$ cat src/rtl/fifo_pkg.sv
// Shared FIFO pointer types and Gray-code helpers for the write and read pointer blocks.
package fifo_pkg;

  localparam int unsigned FIFO_ADDRSIZE = 4;
  localparam int unsigned PTR_W         = FIFO_ADDRSIZE + 1;
  localparam int unsigned DEPTH         = 2 ** FIFO_ADDRSIZE;

  typedef logic [FIFO_ADDRSIZE:0] ptr_t;

  // Binary to reflected Gray.
  function automatic ptr_t bin2gray(input ptr_t b);
    return b ^ (b >> 1);
  endfunction

  // Reflected Gray to binary: each bit is the XOR of all Gray bits at or above it.
  function automatic ptr_t gray2bin(input ptr_t g);
    ptr_t b;
    b[FIFO_ADDRSIZE] = g[FIFO_ADDRSIZE];
    for (int i = int'(FIFO_ADDRSIZE) - 1; i >= 0; i--) begin
      b[i] = b[i+1] ^ g[i];
    end
    return b;
  endfunction

endpackage

$ cat src/rtl/sync_2ff.sv
// Two-flop synchronizer for a Gray-coded bus crossing into the clk domain.
module sync_2ff #(
  parameter int unsigned WIDTH = 1
) (
  input  logic             clk,
  input  logic             rst_n,
  input  logic [WIDTH-1:0] d,
  output logic [WIDTH-1:0] q
);

  logic [WIDTH-1:0] meta;

  // Plain flop chain, nothing between the stages.
  always_ff @(posedge clk or negedge rst_n) begin
    if (!rst_n) begin
      meta <= '0;
      q    <= '0;
    end else begin
      meta <= d;
      q    <= meta;
    end
  end

endmodule

$ cat src/rtl/wrptr_fill_monitor.sv
// Write-domain occupancy monitor: syncs the read Gray pointer, decodes both
// pointers, reports fill/free/almost-full and flags protocol violations.
module wrptr_fill_monitor
  import fifo_pkg::*;
#(
  parameter int unsigned ADDRSIZE  = FIFO_ADDRSIZE,
  parameter int unsigned AF_THRESH = 12,
  parameter int unsigned AF_HYST   = 2
) (
  input  logic              wclk,
  input  logic              wrst_n,
  input  logic [ADDRSIZE:0] rptr,
  input  logic [ADDRSIZE:0] wptr,
  input  logic              err_clr,
  output logic [ADDRSIZE:0] wq2_rptr,
  output logic [ADDRSIZE:0] wfill,
  output logic [ADDRSIZE:0] wfree,
  output logic              walmost_full,
  output logic              err_gray,
  output logic              err_over
);

  localparam int unsigned AF_LOW = AF_THRESH - AF_HYST;

  ptr_t wq3_rptr;
  ptr_t rbin;
  ptr_t wbin;
  ptr_t fill_c;
  ptr_t free_c;
  ptr_t step_c;
  logic over_c;
  logic multi_c;
  logic af_nxt;
  logic eg_nxt;
  logic eo_nxt;

  sync_2ff #(
    .WIDTH(ADDRSIZE + 1)
  ) u_rptr_sync (
    .clk  (wclk),
    .rst_n(wrst_n),
    .d    (rptr),
    .q    (wq2_rptr)
  );

  // Decode, occupancy arithmetic, flag next-state.
  always_comb begin
    rbin    = gray2bin(ptr_t'(wq2_rptr));
    wbin    = gray2bin(ptr_t'(wptr));
    fill_c  = ptr_t'(wbin - rbin);
    over_c  = fill_c > ptr_t'(DEPTH);
    free_c  = over_c ? '0 : ptr_t'(ptr_t'(DEPTH) - fill_c);
    step_c  = ptr_t'(wq2_rptr) ^ wq3_rptr;
    multi_c = (step_c & ptr_t'(step_c - ptr_t'(1))) != '0;
    af_nxt  = walmost_full;
    if (fill_c >= ptr_t'(AF_THRESH)) begin
      af_nxt = 1'b1;
    end else if (fill_c < ptr_t'(AF_LOW)) begin
      af_nxt = 1'b0;
    end
    eg_nxt  = multi_c | (err_gray & ~err_clr);
    eo_nxt  = over_c | (err_over & ~err_clr);
  end

  // Output and history registers.
  always_ff @(posedge wclk or negedge wrst_n) begin
    if (!wrst_n) begin
      wq3_rptr     <= '0;
      wfill        <= '0;
      wfree        <= (ADDRSIZE + 1)'(DEPTH);
      walmost_full <= 1'b0;
      err_gray     <= 1'b0;
      err_over     <= 1'b0;
    end else begin
      wq3_rptr     <= ptr_t'(wq2_rptr);
      wfill        <= (ADDRSIZE + 1)'(fill_c);
      wfree        <= (ADDRSIZE + 1)'(free_c);
      walmost_full <= af_nxt;
      err_gray     <= eg_nxt;
      err_over     <= eo_nxt;
    end
  end

endmodule

$ cat config.mk
export PLATFORM = sky130hd
export DESIGN_NAME = wrptr_fill_monitor
export DESIGN_NICKNAME = d
export VERILOG_FILES = /design/src/rtl/fifo_pkg.sv /design/src/rtl/sync_2ff.sv /design/src/rtl/wrptr_fill_monitor.sv
export SDC_FILE = /design/constraint.sdc
export NUM_CORES = 1
export LEC_CHECK = 0
export ABC_AREA = 0
export BUFFER_PORTS_ARGS = -buffer_cell sky130_fd_sc_hd__buf_4
export CAP_MARGIN = 20
export CORE_UTILIZATION = 35
export DETAILED_ROUTE_END_ITERATION = 10
export PLACE_DENSITY = 0.59
export SYNTH_ARGS = -nofsm -noshare
export SYNTH_HDL_FRONTEND = slang
export SYNTH_SLANG_ARGS = --single-unit
$ cat constraint.sdc
create_clock -name wclk -period 4.9 [get_ports wclk]
set_input_delay 0.49 -clock wclk [delete_from_list [all_inputs] [get_ports wclk]]
set_output_delay 0.49 -clock wclk [all_outputs]
set_load 0.02 [all_outputs]
==> flow_metrics.tcl, run 1 <==
set metrics [dict create \
    io_pins 31 \
    hold_path_class "primary input to asynchronous set/reset pin" \
    reg2reg_to "wfree[4]" \
    slowest_stage "dfrtp_1" \
    synth_compound_area_share_pct 12.6 \
    cts_buffer_depth 2 \
    cp.required_ps 5100 \
    synth_xor_area_share_pct 19.0 \
    antenna_cells 0 \
    ys.flop_type "dfrtp_1" \
    worstMarginPinSlew_ps 458 \
    crit_path_end_kind "register" \
    powerDensity_nw_per_um2 523 \
    leakage_nw 0.775 \
    synth-seq-cells 28 \
    status "finished, final reports clean" \
    synth_common_cells "27 x dfrtp_1, 10 x xnor2_1, 7 x nand2_1, 7 x xor2_1, 6 x a21oi_1" \
    period_minus_slack_ps 3910 \
    arrival_ps 4110 \
    slew_violations 0 \
    firstDrtPassIters 4 \
    cts_setup_buffers 0 \
    synth_edf_count 0 \
    path_buf_inv 2 \
    cts_hold_buffers 0 \
    fin_hold_ws_ps 113 \
    floorplan.initialDensity_pct 36.9 \
    synth_fa_ha_area_share_pct 5.94 \
    placed_cell_area_um2 1630 \
    grt_pass1_vias 868 \
    die_w_um 64.6 \
    worst-path-max-fanout 8 \
    cts_tree "done" \
    peakVddDrop_mv 0.267 \
    reg2reg_depth 13 \
    synthSimpleGateAreaFrac_pct 7.85 \
    drc 0 \
    multiInputGateArea_um2 622 \
    slowest_delay_ps 580 \
    final_antenna_net_count 0 \
    synth_area_leaders "dfrtp_1 49%, xnor2_1 6.4%, xor2_1 4.5%, ha_1 3.7%, a21oi_1 2.2%" \
    synthArstFlopShare_pct 100 \
    synth_top_area_share_pct 49.3 \
    muxShareOfSynthArea_pct 0 \
    wl_per_cell_um 12.9 \
    cp-start-kind "register" \
    dieArea_um2 4170 \
    io_buffers 30 \
    wl_um 2450 \
    vias 899 \
    drive_gt1_share_pct 29.6 \
    grt_setup_unrepaired "false" \
    via_per_inst 4.73 \
    path_cells "xor3_1, xnor2_1, xnor2_1, ha_1, inv_1, fa_1, inv_1, ha_1, nor3b_1, nand2_1, and2_1, o32a_1, a31oi_1" \
    seq_area_um2 702 \
    core_um2 3720 \
    power_mw 0.889 \
    cpLargestDelayFamily "XOR/XNOR gates" \
    areaGrowthSynthToFinish_pct 24.0 \
    synth_top_family_by_area "XOR/XNOR gates" \
    timing.rr.start "u_rptr_sync.q[4]" \
    die_h_um 64.6 \
    final_area_um2 1700 \
    r2r_setup_slack_ps 990 \
    hold_violations 0 \
    ys_warn_count 0 \
    path_class "register to register" \
    dp_hpwl_um 1810 \
    clk_pin_slew_ps 90 \
    cts-htree-levels 1 \
    max-cap-violations 0 \
    ctsResizeCount 0 \
    cts_buffers 3 \
    cts-root-buf "clkbuf_8" \
    clock_skew_ps 6.53 \
    syn-cell-area_um2 1370 \
    ys_seq_area_share_pct 51.2 \
    nFillCells 353 \
    grt_start_max_net_pins 29 \
    fmax_mhz 256 \
    fp-row-count 22 \
    fin_nets 161 \
    ys_types 40 \
    synthCells 112 \
    globalRouteTotalUtil_pct 12.9 \
    overflow 0 \
    synth_nets 130 \
    setup_violations 0 \
    synth_most_common_cell "dfrtp_1" \
    final.period_utilization_pct 79.8 \
    clk_latency_ps 270 \
    synth_top_area_cell "dfrtp_1" \
    grt_pass1_wl_um 4070 \
    globalplace.congestion 0.862 \
    grt_antenna_before_repair 0 \
    drt_iter0_drc 39 \
    numClockSinks 28 \
    avgSynthCellArea_um2 12.2 \
    slew_headroom_pct 69.2 \
    tns_ps 0 \
]
sequential cells by signal (all words and copies together) (netlist names):
register	cells
err_over	1
u_rptr_sync.q	5
wfill	5
err_gray	1
wfree	5
wq3_rptr	5
u_rptr_sync.meta	5
walmost_full	1
area by class of cell:
| class | count | area share (%) |
|---|---|---|
| inverter | 5 | 1.10 |
| sequential | 28 | 41.3 |
| multi-input combinational | 75 | 36.6 |
| timing repair buffer | 30 | 13.3 |
| tap | 48 | 3.53 |
| clock buffer | 3 | 2.43 |
| clock inverter | 1 | 1.77 |
power breakdown:
group | internal (mW) | leakage, nW | switching, mW
registers | 0.285 | 0.326 | 0.0231
logic | 0.180 | 0.414 | 0.224
clock network | 0.109 | 0.0357 | 0.0672
logic make-up (layout without fill, tap and decap cells):
family | Yosys count | in the layout
flip-flops | 28 | 28
AO/OA/AOI/OAI | 24 | 24
AND/OR/NAND/NOR | 23 | 23
XOR/XNOR | 22 | 22
buffers and inverters | 9 | 39
adder cells (fa/ha/maj) | 6 | 6
cell usage in the layout (no fill, tap or decap), types with 2 or more instances in the layout:
cell	instances
a31oi_1	4
xor2_1	7
nor2_1	5
ha_1	4
a21oi_1	6
clkbuf_8	3
xnor2_1	10
nor3_1	2
nand3_1	4
dfrtp_1	27
nand2_1	7
o21ai_0	3
inv_1	5
buf_4	30
metrics by stage:
step / worst slack, ps / cells / utilization [%]
2_1_floorplan: 1200 / 112 / -
3_3_place_gp: 1120 / 186 / 43.8
3_5_place_dp: 971 / 186 / 43.8
4_1_cts: 951 / 190 / 45.7
5_1_grt: 657 / 190 / 45.7
6_report: 989 / 190 / 45.7
worst max-delay path by stage:
stage / startpoint / to / slack, ps / cells past startpoint
global route: u_rptr_sync.q[4] / wfree[4] / 660 / 13
detailed placement: wptr[2] / wfree[4] / 970 / 14
global placement: u_rptr_sync.q[4] / wfree[4] / 1120 / 13
floorplan: wptr[4] / wfree[4] / 1200 / 15
finish: u_rptr_sync.q[4] / wfree[4] / 990 / 13
CTS: u_rptr_sync.q[4] / wfree[4] / 950 / 13
routing by layer:
layer	GRT usage, %	up-vias	part of all wire [%]
li1	-	442	-
met1	16.6	428	46
met2	20.7	27	47
met3	4.93	2	6.6
met4	2.50	0	0.33
met5	0	-	0
Note: power is estimated with default switching activity, not from simulation.
==> inputs of run 2 (changes only) <==
==> constraint.sdc (replaced) <==
create_clock -name wclk -period 3.7 [get_ports wclk]
set_input_delay 0.37 -clock wclk [delete_from_list [all_inputs] [get_ports wclk]]
set_output_delay 0.37 -clock wclk [all_outputs]
set_load 0.02 [all_outputs]
==> run 2 against run 1 <==
  * The run now ends with negative hold slack left
  * Sequential share of layout area fell by 1.2 points
  * Total power grew 38%
  * Sequential cell count stayed put
  * Global-route usage is 1.0 points higher
  * Routed wire length up 8.7%
  * Worst setup slack lost 700 ps
  * Via count increased by 4.4%
  * Non-clock buffer count rose by 6
  * Combinational power rose by 45%
  * Clock power grew 34%
  * Critical path type unchanged
==> flow_metrics.tcl, run 2 (same netlist as run 1, synthesis figures left out) <==
set metrics [dict create \
    status "finished, violations left" \
    violations "negative hold slack" \
    path_depth 13 \
    nFillCells 353 \
    numClockSinks 28 \
    hold_violations 11 \
    cts_buffer_depth 2 \
    fmax_mhz 293 \
    slowest_delay_ps 550 \
    hold_path_class "primary input to asynchronous set/reset pin" \
    dp_cells 192 \
    grt_start_max_net_pins 29 \
    worst-path-max-fanout 5 \
    setup_violations 0 \
    slowest_stage "xor3_1" \
    clock_skew_ps 5.52 \
    final.period_utilization_pct 92.2 \
    slew_violations 0 \
    io_buffers 30 \
    p_seq_share_pct 32.8 \
    dp_hpwl_um 1980 \
    powerDensity_nw_per_um2 702 \
    final_cell_mix "36 x buf_4, 27 x dfrtp_1, 10 x xnor2_1" \
    drc 0 \
    slew_headroom_pct 68.2 \
    comb_power_share_pct 47.9 \
    cts-htree-levels 1 \
    globalplace.congestion 0.792 \
    period_minus_slack_ps 3410 \
    path_buf_inv 2 \
    floorplan.initialDensity_pct 36.9 \
    leakage_nw 0.806 \
    arrival_ps 3620 \
    io_pins 31 \
    fin_hold_ws_ps -5.75 \
    overflow 0 \
    cpLargestDelayFamily "XOR/XNOR gates" \
    fp-row-count 22 \
    grt_pass1_vias 915 \
    areaGrowthSynthToFinish_pct 27.7 \
    drt_iter0_drc 24 \
    crit_path_end_kind "register" \
    die_w_um 64.6 \
    globalRouteTotalUtil_pct 13.9 \
    peakVddDrop_mv 0.491 \
    firstDrtPassIters 4 \
    drive_gt1_share_pct 33.1 \
    clk_latency_ps 270 \
    timing.rr.start "u_rptr_sync.q[2]" \
    crit_start "u_rptr_sync.q[2]" \
    grt_setup_unrepaired "false" \
    cp-start-kind "register" \
    worstMarginPinSlew_ps 474 \
    cts-root-buf "clkbuf_8" \
    path_cells "xor3_1, xnor2_1, xnor2_1, ha_1, inv_1, fa_1, inv_1, ha_1, nor3b_2, nand2_1, and2_1, o32a_1, a31oi_1" \
    path_class "register to register" \
    antenna_cells 0 \
    cts_buffers 3 \
    max-cap-violations 0 \
    final_antenna_net_count 0 \
    fin_nets 167 \
    reg2reg_depth 13 \
    r2r_setup_slack_ps 290 \
    critPathCapture "wfree[4]" \
    layout_commonest_cell "buf_4" \
    internal_power_mw 0.792 \
    cts_hold_buffers 0 \
    power.switching_mw 0.437 \
    clk_pin_slew_ps 90 \
    core_um2 3720 \
    power_frac_clock_pct 19.2 \
    tns_ps 0 \
    dieArea_um2 4170 \
    wl_per_cell_um 13.6 \
    vias 939 \
    cts_tree "done" \
    switching_share_pct 35.6 \
    reg2reg_to "wfree[4]" \
    fin_cells 196 \
    grt_pass1_wl_um 4340 \
    grt_antenna_before_repair 0 \
    cp.required_ps 3900 \
    wl_um 2670 \
    via_per_inst 4.79 \
    die_h_um 64.6 \
]
## run 2: cell count changes in the layout (fill, tap and decap cells not counted), sizes merged
cell	previous run	this run
buf	30	36
## run 2: metal layers
metal / GRT usage, % / share of wire [%]
met5: 0 / 0
met4: 4.72 / 0.52
met3: 4.75 / 6.8
met2: 21.7 / 48
met1: 17.9 / 45
## run 2: worst min path at each step
stage               cells after the start  startpoint  slack (ps)     endpoint
floorplan                               0      wrst_n          70     err_gray
global placement                        1      wrst_n         300  wq3_rptr[4]
detailed placement                      1      wrst_n         310  wq3_rptr[4]
CTS                                     1      wrst_n         0.3  wq3_rptr[4]
global route                            1      wrst_n           1  wq3_rptr[4]
finish                                  1      wrst_n          -6  wq3_rptr[4]
## run 2: cell type report
| class | instances | area (um^2) | area share [%] |
|---|---|---|---|
| Timing Repair Buffer | 36 | 270 | 15.5 |
| Tap cell | 48 | 60.1 | 3.43 |
| Clock buffer | 3 | 41.3 | 2.36 |
| Sequential cell | 28 | 702 | 40.1 |
| Clock inverter | 1 | 30.0 | 1.72 |
| Inverter | 5 | 18.8 | 1.07 |
| Multi-Input combinational cell | 75 | 627 | 35.8 |
## run 2: power by group through the flow
stage                     clock (mW)  combinational, mW  sequential [mW]
after global routing           0.255              0.642            0.411
final                          0.236              0.589            0.404
after detailed placement           0              0.581            0.409
after floorplan                    0              0.287            0.487
after CTS                      0.245              0.583            0.404
after global placement             0              0.571            0.410
## run 2: what timing repair did
item | 4_1_cts | 5_1_grt
setup endpoints to repair | 0 | 1
endpoints found under the hold margin | 0 | 0
gates resized for setup | 0 | 1
buffers inserted | 0 | 0
## run 2: per-stage QoR
step	utilization (%)	worst slack, ps	instance area [um^2]	power, mW	hold slack [ps]
5_1_grt	47.1	88.8	1750	1.31	1.28
6_report	47.1	288	1750	1.23	-5.75
3_3_place_gp	45.0	263	1670	0.980	299
2_1_floorplan	-	121	1370	0.774	74.4
3_5_place_dp	45.0	143	1670	0.991	306
4_1_cts	46.9	229	1740	1.23	0.268
==> inputs of run 3 (changes only) <==
--- a/config.mk
+++ b/config.mk
@@ -8,6 +8,7 @@
 export ABC_AREA = 0
 export BUFFER_PORTS_ARGS = -buffer_cell sky130_fd_sc_hd__buf_4
 export CAP_MARGIN = 20
+export CORE_ASPECT_RATIO = 1.4
 export CORE_UTILIZATION = 35
 export DETAILED_ROUTE_END_ITERATION = 10
 export PLACE_DENSITY = 0.59
==> run 3 against run 2 <==
  * The run now ends clean
  * Worst setup slack got worse by 13 ps
  * Total power decreased by 1.9%
  * First-iteration DRC count shrank 42%
  * Via count increased by 0.21%
  * Sequential power about the same
  * Sequential cell count unchanged
  * Critical path type unchanged
  * Largest cell class unchanged
  * Largest power group unchanged
  * Highest routed layer unchanged
==> flow_metrics.tcl, run 3 (same netlist as run 1, synthesis figures left out) <==
set metrics [dict create \
    status "finished, final reports clean" \
    io_buffers 30 \
    tns_ps 0 \
    cts-root-buf "clkbuf_8" \
    overflow 0 \
    fp-row-count 26 \
    arrival_ps 3630 \
    drive_gt1_share_pct 31.8 \
    wl_um 2520 \
    fmax_mhz 292 \
    via_per_inst 4.95 \
    grt_antenna_before_repair 0 \
    globalplace.congestion 0.865 \
    final_cell_mix "35 x buf_4, 27 x dfrtp_1, 10 x xnor2_1" \
    worstMarginPinSlew_ps 486 \
    wl_per_cell_um 13.3 \
    clk_latency_ps 270 \
    fin_nets 167 \
    dieArea_um2 4170 \
    cts-htree-levels 1 \
    max-cap-violations 0 \
    cp.required_ps 3900 \
    period_minus_slack_ps 3430 \
    final_antenna_net_count 0 \
    cts_tree "done" \
    vias 941 \
    hold_path_class "primary input to register" \
    grt_pass1_wl_um 4270 \
    clock_skew_ps 3.14 \
    firstDrtPassIters 4 \
    core_um2 3710 \
    hold_violations 0 \
    dp_hpwl_um 1970 \
    leakage_nw 0.804 \
    die_w_um 54.9 \
    areaGrowthSynthToFinish_pct 26.9 \
    grt_pass1_vias 941 \
    grt_start_max_net_pins 29 \
    setup_violations 0 \
    layout_commonest_cell "buf_4" \
    cts_buffer_depth 2 \
    worst-path-max-fanout 5 \
    drc 0 \
    multiInputGateArea_um2 622 \
    grt_setup_unrepaired "false" \
    cts_hold_buffers 1 \
    seq_area_um2 702 \
    drt_iter0_drc 14 \
    slew_violations 0 \
    fin_hold_ws_ps 195 \
    cp-start-kind "register" \
    peakVddDrop_mv 0.353 \
    ctsResizeCount 0 \
    final.period_utilization_pct 92.6 \
    numClockSinks 28 \
    antenna_cells 0 \
    powerDensity_nw_per_um2 693 \
    io_pins 31 \
    clk_pin_slew_ps 90 \
    path_class "register to register" \
    die_h_um 76.0 \
    globalRouteTotalUtil_pct 13.8 \
    cts_buffers 3 \
    slew_headroom_pct 67.4 \
    cts_setup_buffers 0 \
    nFillCells 378 \
    crit_path_end_kind "register" \
    floorplan.initialDensity_pct 36.9 \
]
## run 3: cell types whose count changed in the layout (fill, tap and decap cells not counted)
cell,delta
nor3b_2,-1
dlygate4sd3_1,+1
nor3b_1,+1
buf_4,-1
## run 3: per-layer routing
metal	GRT usage (%)	vias to the layer above	share of wire (%)
met1	17.5	467	44
met5	0	-	0
met3	1.40	3	3.0
met2	23.3	17	52
li1	-	454	-
met4	4.62	0	1.1
## run 3: path summary, 6_finish.rpt
check / from / end / slack, ps / cells after the start
setup / recovery: u_rptr_sync.q[2] / wfree[4] / 270 / 13
hold / removal: rptr[1] / u_rptr_sync.meta[1] / 190 / 1
setup reg to reg: u_rptr_sync.q[2] / wfree[4] / 270 / 13
hold reg to reg: u_rptr_sync.meta[0] / u_rptr_sync.q[0] / 360 / 0
max in group asynchronous: wrst_n / wfree[4] / 2850 / 2
min in group asynchronous: wrst_n / u_rptr_sync.meta[4] / 540 / 2
## run 3: cell type report
| type | count | area share (%) |
|---|---|---|
| Multi-Input combinational cell | 75 | 35.8 |
| Clock inverter | 1 | 1.73 |
| Sequential cell | 28 | 40.4 |
| Clock buffer | 3 | 2.37 |
| Tap cell | 42 | 3.02 |
| Timing Repair Buffer | 36 | 15.7 |
| Inverter | 5 | 1.08 |
## run 3: power by group
group	switching (mW)	leakage, nW	internal, mW
clock network	0.0920	0.0357	0.145
logic	0.308	0.442	0.259
registers	0.0256	0.326	0.377
## run 3: per-stage QoR
step	power, mW	util (%)	setup slack, ps	cell area (um^2)	std cells
2_1_floorplan	0.774	-	121	1370	112
6_report	1.21	46.9	274	1740	190
5_1_grt	1.28	46.9	15.2	1740	190
3_3_place_gp	0.973	44.7	288	1660	185
4_1_cts	1.22	46.9	275	1740	190
3_5_place_dp	0.977	44.7	202	1660	185
## run 3: worst max-delay path, stage by stage (launching register included)
cell and delay (ps):
dfrtp_1 430, xor3_1 540, xnor2_1 260, xnor2_1 150
ha_1 190, inv_1 50, fa_1 490, inv_1 50
ha_1 180, nor3b_1 330, nand2_1 110, and2_1 160
o32a_1 280, a31oi_1 140
